**config.mk**
```make
export PLATFORM = sky130hd
export DESIGN_NAME = rx_inbox_bridge_flat
export DESIGN_NICKNAME = d
export VERILOG_FILES = /design/src/rtl/rx_inbox_bridge_if.sv /design/src/rtl/rx_inbox_bridge.sv /design/src/flat_wrapper.sv
export SDC_FILE = /design/constraint.sdc
export NUM_CORES = 1
export LEC_CHECK = 0
export ABC_AREA = 1
export CORE_MARGIN = 10
export CORE_UTILIZATION = 60
export DETAILED_ROUTE_END_ITERATION = 12
export GPL_ROUTABILITY_DRIVEN = 1
export HOLD_SLACK_MARGIN = 0.12
export PLACE_DENSITY = 0.77
export SLEW_MARGIN = 20
export SYNTH_ARGS = -nofsm -noshare
export SYNTH_HDL_FRONTEND = slang
export SYNTH_SLANG_ARGS = --single-unit
```
**constraint.sdc**
```tcl
create_clock -name clk -period 3.1 [get_ports clk]
set_input_delay 0.93 -clock clk [delete_from_list [all_inputs] [get_ports clk]]
set_output_delay 0.93 -clock clk [all_outputs]
set_load 0.005 [all_outputs]
```
**src/rtl/rx_inbox_bridge_if.sv**
```systemverilog
// Byte path between the UART receiver and the CPU INBOX write port.
// Handshake: i_rx_wr is a one-cycle strobe with no back-pressure, and i_rx_data
// is valid only while it is high. o_wr is a one-cycle INBOX write strobe, and
// o_data is valid while it is high. i_full is the INBOX full flag; a write is
// only issued when i_full was low one cycle earlier.
interface rx_inbox_bridge_if;
  logic       i_rx_wr;
  logic [7:0] i_rx_data;
  logic       i_full;
  logic       o_wr;
  logic [7:0] o_data;

  // Bridge side.
  modport slave (
    input  i_rx_wr,
    input  i_rx_data,
    input  i_full,
    output o_wr,
    output o_data
  );

  // UART/INBOX side (also used by the testbench).
  modport master (
    output i_rx_wr,
    output i_rx_data,
    output i_full,
    input  o_wr,
    input  o_data
  );
endinterface

```
**src/rtl/rx_inbox_bridge.sv**
```systemverilog
// Elastic byte FIFO between the UART RX strobe and the CPU INBOX.
// Bytes drain at most one per three cycles (IDLE -> SEND -> GAP).
// The GAP state lets the INBOX's registered full flag settle before the next decision.
module rx_inbox_bridge #(
  parameter int DEPTH = 16
) (
  input  logic                     clk,
  input  logic                     i_rst_n,
  rx_inbox_bridge_if.slave         bus,
  input  logic                     i_clr_ovf,
  output logic [$clog2(DEPTH):0]   o_count,
  output logic                     o_overflow,
  output logic [1:0]               o_state
);

  localparam int AW = $clog2(DEPTH);
  localparam logic [AW:0] CNT_FULL = (AW + 1)'(DEPTH);

  typedef enum logic [1:0] {
    IDLE = 2'd0,
    SEND = 2'd1,
    GAP  = 2'd2
  } state_t;

  state_t         state_q, state_d;
  logic [7:0]     mem_q [DEPTH];
  logic [AW-1:0]  wptr_q, wptr_d;
  logic [AW-1:0]  rptr_q, rptr_d;
  logic [AW:0]    count_q, count_d;
  logic           ovf_q, ovf_d;
  logic [7:0]     data_q, data_d;
  logic           push, pop, drop, go_send;

  // Pop is tied to the SEND state. A push at full is accepted when it coincides with the pop.
  always_comb begin
    pop  = (state_q == SEND);
    push = bus.i_rx_wr && ((count_q != CNT_FULL) || pop);
    drop = bus.i_rx_wr && !push;
  end

  // Pointer, occupancy and sticky-overflow next state. A set wins over a clear.
  always_comb begin
    wptr_d  = wptr_q;
    rptr_d  = rptr_q;
    count_d = count_q;
    ovf_d   = ovf_q;
    if (push) wptr_d = wptr_q + 1'b1;
    if (pop)  rptr_d = rptr_q + 1'b1;
    case ({push, pop})
      2'b10:   count_d = count_q + 1'b1;
      2'b01:   count_d = count_q - 1'b1;
      default: count_d = count_q;
    endcase
    if (drop)           ovf_d = 1'b1;
    else if (i_clr_ovf) ovf_d = 1'b0;
  end

  // Storage array. It is not reset; only the pointers define which entries are valid.
  always_ff @(posedge clk) begin
    if (push) mem_q[wptr_q] <= bus.i_rx_data;
  end

  // Datapath registers.
  always_ff @(posedge clk or negedge i_rst_n) begin
    if (!i_rst_n) begin
      wptr_q  <= '0;
      rptr_q  <= '0;
      count_q <= '0;
      ovf_q   <= 1'b0;
      data_q  <= 8'h00;
    end else begin
      wptr_q  <= wptr_d;
      rptr_q  <= rptr_d;
      count_q <= count_d;
      ovf_q   <= ovf_d;
      data_q  <= data_d;
    end
  end

  // FSM state register.
  always_ff @(posedge clk or negedge i_rst_n) begin
    if (!i_rst_n) state_q <= IDLE;
    else          state_q <= state_d;
  end

  // FSM next state. i_full is sampled only in IDLE, and the byte is latched on entry to SEND.
  always_comb begin
    state_d = state_q;
    go_send = 1'b0;
    data_d  = data_q;
    case (state_q)
      IDLE: begin
        if ((count_q != '0) && !bus.i_full) begin
          go_send = 1'b1;
          state_d = SEND;
          data_d  = mem_q[rptr_q];
        end
      end
      SEND:    state_d = GAP;
      GAP:     state_d = IDLE;
      default: state_d = IDLE;
    endcase
  end

  // FSM outputs. The strobe is high exactly in SEND, and the data register holds otherwise.
  always_comb begin
    bus.o_wr   = (state_q == SEND);
    bus.o_data = data_q;
    o_count    = count_q;
    o_overflow = ovf_q;
    o_state    = state_q;
  end

endmodule

```
**src/flat_wrapper.sv**
```systemverilog
// flat-port wrapper written by rule: the top's interface ports become plain ports
module rx_inbox_bridge_flat 
#(
  parameter int DEPTH = 16
)
  (clk, i_rst_n, i_clr_ovf, o_count, o_overflow, o_state, bus_i_rx_wr, bus_i_rx_data, bus_i_full, bus_o_wr, bus_o_data);
  rx_inbox_bridge_if bus_i ();
  input  logic clk;
  input  logic i_rst_n;
  input  logic i_clr_ovf;
  output logic [$clog2(DEPTH):0] o_count;
  output logic o_overflow;
  output logic [1:0] o_state;
  input wire logic [$bits(bus_i.i_rx_wr)-1:0] bus_i_rx_wr;
  input wire logic [$bits(bus_i.i_rx_data)-1:0] bus_i_rx_data;
  input wire logic [$bits(bus_i.i_full)-1:0] bus_i_full;
  output wire logic [$bits(bus_i.o_wr)-1:0] bus_o_wr;
  output wire logic [$bits(bus_i.o_data)-1:0] bus_o_data;
  assign bus_i.i_rx_wr = bus_i_rx_wr;
  assign bus_i.i_rx_data = bus_i_rx_data;
  assign bus_i.i_full = bus_i_full;
  assign bus_o_wr = bus_i.o_wr;
  assign bus_o_data = bus_i.o_data;
  rx_inbox_bridge #(.DEPTH(DEPTH)) u_core (.clk(clk), .i_rst_n(i_rst_n), .bus(bus_i), .i_clr_ovf(i_clr_ovf), .o_count(o_count), .o_overflow(o_overflow), .o_state(o_state));
endmodule
```
==> results.md, run 1 <==
- Synth Register Bits: 152
- Cells after Synth: 681
- Gr ovfl total: 0
- Critical path fanouts, max: 8
- Sequential share of power: 37.4%
- Die Ht: 126.5 um
- DRC: 0
- Clock Sinks: 152
- Final hold vios: 0
- Area growth syn-to-layout: 16.27%
- Post-CTS sizing: 0
- Antenna viol nets, final: 0
- DP Wirelength: 10.53 mm
- Max cap viols: 0
- Post-Place Cell Area: 7325 um^2
- Busiest metal layer after global routing: met2
- Final setup viols: 0
- Worst skew pair latency: 430 ps
- PwrDens: 919.1 nW/um^2
- Met1 Use GR: 23.77%
- Hold wc startpoint: u_core.bus.o_data[2]
- Fin cells: 885
- Reg2Reg Depth: 8
- Async set-or-reset flop fraction in the synthesized netlist: 15.79%
- Syn avg cell area: 9.993 um^2
- Largest net degree at the start of global routing: 68
- Seq/Total Area, Yosys: 65.31%
- Met3 capacity usage during global routing: 5.664%
- Total negative slack: 0 ps
- Fmax: 388.0 MHz
- EDFF count, synth: 128
- Xor and xnor area share after synthesis: 1.030%
- Compound-gate portion of the synthesized area: 0.8274%
- P_int: 4.664 mW
- Initial Util: 61.96%
- Core box area: 10,980 um^2
- Drt first-iter violations: 571
- Cts hold-fix bufs: 0
- Post CTS Setup Buffer Count: 0
- Wire per inst: 17.39 um
- Largest stage delay, worst path: 550 ps
- Comb power frac: 34.5%
- Pre-antenna DRT Iters: 5
- Worst-margin pin slew: 1075 ps
- Cell variety after synth: 27
- CTS clk-pin slew, worst paths: 60 ps
- Post-synth top area share: 56.48%
- PortBufs: 29
- Initial antenna violation count: 0
- Post-layout util: 72.04%
- PnR worst setup slack: 523.0 ps
- Num CTS Buffers: 17
- Leak: 3.522 nW
- Post-Synth Adder-Cell Area: 1.765%
- Design Area, Final: 7913 um^2
- P_sw: 2.608 mW
- Vias in the first global route: 4,812
- Fin crit period: 2577 ps
- Critical path data arrival time: 1650 ps
- Vias: 4,837
- Synth Net Count: 703
- Peak supply drop: 0.7875 mV
- CP startpoint kind: register
- Crit. End Element: output port
- Critical path type: register to output port
- FF-to-FF Start: u_core.rptr_q[1]
- Crit path launch: u_core.o_state[1]
- Die ar.: 16,000 um^2
- Share of cells above drive strength 1: 8.456%
- First-pass GRT wire length: 24.56 mm
- Slew margin rel.: 28.27%
- Total track usage: 19.71%
- Die W: 126.5 um
- Sw frac: 35.86%
- Fin crit share: 83.13%
- Clk pwr share: 28.1%
- Setup WS pre-CTS: 239.9 ps
- Ys Warns: 0
- Hold Crit Class: register to register
- Status: finished, final reports clean
- Yosys top cell by area: edfxtp_1
- CP cell instances: nor2_4 > clkdlybuf4s50_1
- Final net count: 754
- Gpl congestion: 0.9119
- Worst Path Required: 2170 ps
- I/O Pins: 30
- TritonCTS clock tree: yes
- Simple-gate area share of the yosys netlist: 22.14%
- Slowest-stage cell, CP: clkdlybuf4s50_1
- Vias per inst: 5.466
- Row count: 38
- Largest family of logic cells by synthesized area: simple AND/OR/NAND/NOR gates
- Final Max Slew Viols: 0
- Dpl cells: 853
- Root Buffer: clkbuf_16
- Ranking of synthesized cells by area: edfxtp_1 (56%), nand2_1 (12%), dfrtp_1 (8.8%)
- Final wirelength: 15.39 mm
- Clock buffer depth: 2
- H-tree depth: 4
- Met2 GRT Util: 32.69%
- RSZ-0062 raised after global routing: false
- N_diodes: 0
- Clk_skew: 6.957 ps
- Mapped Area: 6805 um^2
- Most used DFF post-synth: edfxtp_1
- WHS Path Cells: 2
- Mux share of post-synthesis cell area: 0%
power by group through the flow:
| stage | registers, mW | logic (mW) | clock network (mW) |
|---|---|---|---|
| 2_1_floorplan | 2.72 | 1.71 | 0 |
| 6_report | 2.72 | 2.51 | 2.04 |
| 3_3_place_gp | 2.74 | 2.41 | 0 |
| 3_5_place_dp | 2.76 | 2.47 | 0 |
| 4_1_cts | 2.72 | 2.48 | 2.06 |
| 5_1_grt | 2.76 | 2.79 | 2.14 |
cell usage after synthesis, types with 3 or more instances:
master    count
xor2_1        7
nor2_1       20
dfrtp_1      24
edfxtp_1    128
nand3_1     105
inv_1       116
buf_4         4
o21ai_0       5
nor3_1        3
ha_1          8
nand2_1     222
buf_2        15
buf_6         4
kinds of logic (layout without fill, tap and decap cells):
logic type	Yosys count	in the layout
DFF	152	152
and+or+nand+nor	357	357
adders and majority gates	9	9
buffers and inverters	145	209
xor gates and xnor gates	8	8
AOI/OAI and AO/OA	10	10
critical path: cells and delay by family (launching register included):
kind                   cells  cell delay (ps)
buffers and inverters      1              550
flip-flops                 1              420
AND/OR/NAND/NOR            1              250
worst paths after layout:
check                           slack [ps]                   end
worst max-delay path                   520              bus_o_wr
worst min-delay path                   470  u_core.bus.o_data[2]
worst max register to register         820  u_core.bus.o_data[4]
worst min register to register         470  u_core.bus.o_data[2]
max in group asynchronous             1620     u_core.o_overflow
min in group asynchronous              900     u_core.o_state[1]
layout make-up:
type                            count  area [um^2]
Sequential cell                   152         4446
Fill cell                         779         3070
Multi-Input combinational cell    384         1753
Timing Repair Buffer               57        500.5
Inverter                          120        450.4
Clock buffer                       20        436.7
Tap cell                          140        175.2
Clock inverter                     12        151.4
sequential cells by signal, summed over array words and instances (netlist names):
signal             cells
u_core.rptr_q          4
u_core.wptr_q          4
u_core.o_count         5
u_core.bus.o_data      8
u_core.o_overflow      1
u_core.o_state         2
u_core.mem_q         128
per-stage QoR:
stage | total power [mW] | hold slack [ps]
after detailed placement | 5.222 | 466.4
after CTS | 7.261 | 481.6
after global placement | 5.155 | 460.9
final | 7.272 | 473.9
after global routing | 7.684 | 501.6
after floorplan | 4.423 | 472.4
routing by layer:
layer	wire length [um]	vias to the layer above
met5	0	-
met4	393	0
met3	1322	35
met2	7632	243
met1	6045	2284
li1	-	2275
cell usage in the layout, fill, tap and decap left out, types with 5 or more instances in the layout:
| cell | Yosys | layout |
|---|---|---|
| buf_4 | 4 | 28 |
| inv_1 | 116 | 116 |
| nand2_1 | 222 | 222 |
| nor2_1 | 20 | 20 |
| edfxtp_1 | 128 | 128 |
| clkdlybuf4s50_1 | 0 | 29 |
| dfrtp_1 | 24 | 23 |
| ha_1 | 8 | 8 |
| o21ai_0 | 5 | 5 |
| xor2_1 | 7 | 7 |
| clkbuf_16 | 0 | 17 |
| nand3_1 | 105 | 105 |
No activity file was read; power rests on OpenSTA's default activity.
==> run 2, diff against run 1 <==
- clock period: 3.1 -> 2.7 ns (I/O delays scaled with it)
==> results.md, run 2 (synthesis gave the netlist of run 1 again) <==
- Status: finished, final reports clean
- Max reg flops: 128
- Drt first-iter violations: 474
- PortBufs: 29
- Reg2Reg Setup Slack: 690 ps
- Worst-margin pin slew: 694.9 ps
- Final Max Slew Viols: 0
- Hold EP: u_core.bus.o_data[1]
- Critical path fanouts, max: 8
- Final setup viols: 0
- N_diodes: 0
- Largest Register: u_core.mem_q
- Clock Sinks: 152
- Total negative slack: 0 ps
- Total track usage: 20.10%
- Crit. End Element: output port
- Worst Path Required: 1890 ps
- Most common cell after layout, fill and taps aside: nand2_1
- Die W: 126.5 um
- Largest net degree at the start of global routing: 68
- Pre-antenna DRT Iters: 5
- Clock buffer depth: 2
- Initial Util: 61.96%
- Clk_skew: 12.18 ps
- Crit Reg-Reg Endpoint: u_core.o_count[4]
- Antenna viol nets, final: 0
- Dpl cells: 857
- Fmax: 408.3 MHz
- Gpl congestion: 0.8997
- Final wirelength: 15.83 mm
- Filler Cell Count: 739
- Post CTS Setup Buffer Count: 0
- CTS clk-pin slew, worst paths: 50 ps
- Peak supply drop: 0.8937 mV
- FF-to-FF Start: u_core.o_state[1]
- Critical path type: register to output port
- WHS Path Cells: 2
- Vias in the first global route: 4,833
- CP startpoint kind: register
- Worst skew pair latency: 430 ps
- RSZ-0062 raised after global routing: false
- P_int: 5.458 mW
- Clk pwr share: 28.1%
- Busiest metal layer after global routing: met2
- P_sw: 3.016 mW
- Leading cell types in the layout, fill and taps excluded: nand2_1 (222), edfxtp_1 (128), inv_1 (116), nand3_1 (105), buf_4 (31)
- Die ar.: 16,000 um^2
- Post-CTS sizing: 0
- Vias per inst: 5.524
- Critical path data arrival time: 1640 ps
- Sequential cell area: 4446 um^2
- Cts hold-fix bufs: 0
- DRC: 0
- I/O Pins: 30
- Total power draw: 8.474 mW
- Row count: 38
- Comb power frac: 34.5%
- DP Wirelength: 10.22 mm
- Die Ht: 126.5 um
- Final hold vios: 0
- Gr ovfl total: 0
- Vias: 4,905
- Share of cells above drive strength 1: 8.690%
- Post-layout util: 72.47%
- Hold wc startpoint: u_core.bus.o_data[1]
- Met2 GRT Util: 32.20%
- Leak: 3.562 nW
- Max cap viols: 0
- Area growth syn-to-layout: 16.95%
- Met3 capacity usage during global routing: 5.831%
- Sw frac: 35.59%
- Reg2Reg Depth: 11
- Fin crit period: 2449 ps
- Hold Crit Class: register to register
- Fin cells: 888
- Wire per inst: 17.83 um
- H-tree depth: 4
- Sequential share of power: 37.4%
- Fin crit share: 90.72%
- Slew margin rel.: 53.67%
- Worst hold margin: 479.4 ps
- PwrDens: 1065 nW/um^2
- Initial antenna violation count: 0
- Final net count: 758
- Area occupied by multi-input gates: 1753 um^2
- First-pass GRT wire length: 25.01 mm
- Num CTS Buffers: 17
- Core box area: 10,980 um^2
- TritonCTS clock tree: yes
- Met1 Use GR: 24.34%
- Root Buffer: clkbuf_16
-- run 2: final cells by class --
type                    instances  share of cell area [%]
clock buffers                  20                   5.487
inverters                     120                   5.659
repair buffers                 61                   6.823
multi-input cells             384                   22.02
clock inverters                11                   1.949
well taps                     140                   2.201
flip-flops and latches        152                   55.86
-- run 2: routing by layer --
metal  vias to the layer above  routed length [um]
li1                       2282                   -
met1                      2335                6265
met2                       256                7757
met3                        32                1361
met4                         0                 444
met5                         -                   0
-- run 2: how the worst max path moves through the flow --
stage          cells past startpoint  slack, ps         startpoint                end
2_1_floorplan                     11        740        bus_i_rx_wr  u_core.o_count[4]
3_3_place_gp                      12        160        bus_i_rx_wr  u_core.o_count[4]
3_5_place_dp                      12         70        bus_i_rx_wr  u_core.o_count[4]
4_1_cts                            2        220  u_core.o_state[1]           bus_o_wr
5_1_grt                            2        180  u_core.o_state[1]           bus_o_wr
6_report                           2        250  u_core.o_state[1]           bus_o_wr
-- run 2: per-stage QoR --
step | setup WS, ps | cell area [um^2]
6_report | 250.7 | 7959
5_1_grt | 175.5 | 7959
4_1_cts | 218.8 | 7959
3_5_place_dp | 74.44 | 7367
3_3_place_gp | 157.6 | 7367
2_1_floorplan | 737.2 | 6805
-- run 2: critical path: stages, from the launching register on --
cell and delay [ps]:
dfrtp_1 430, nor2_4 250, clkdlybuf4s50_1 550
-- run 2: power groups by stage --
stage | combinational (mW) | clock (mW) | sequential, mW
detailed placement | 2.84 | 0 | 3.20
finish | 2.92 | 2.38 | 3.17
CTS | 2.89 | 2.41 | 3.16
global route | 3.23 | 2.51 | 3.20
global placement | 2.76 | 0 | 3.18
floorplan | 1.96 | 0 | 3.12
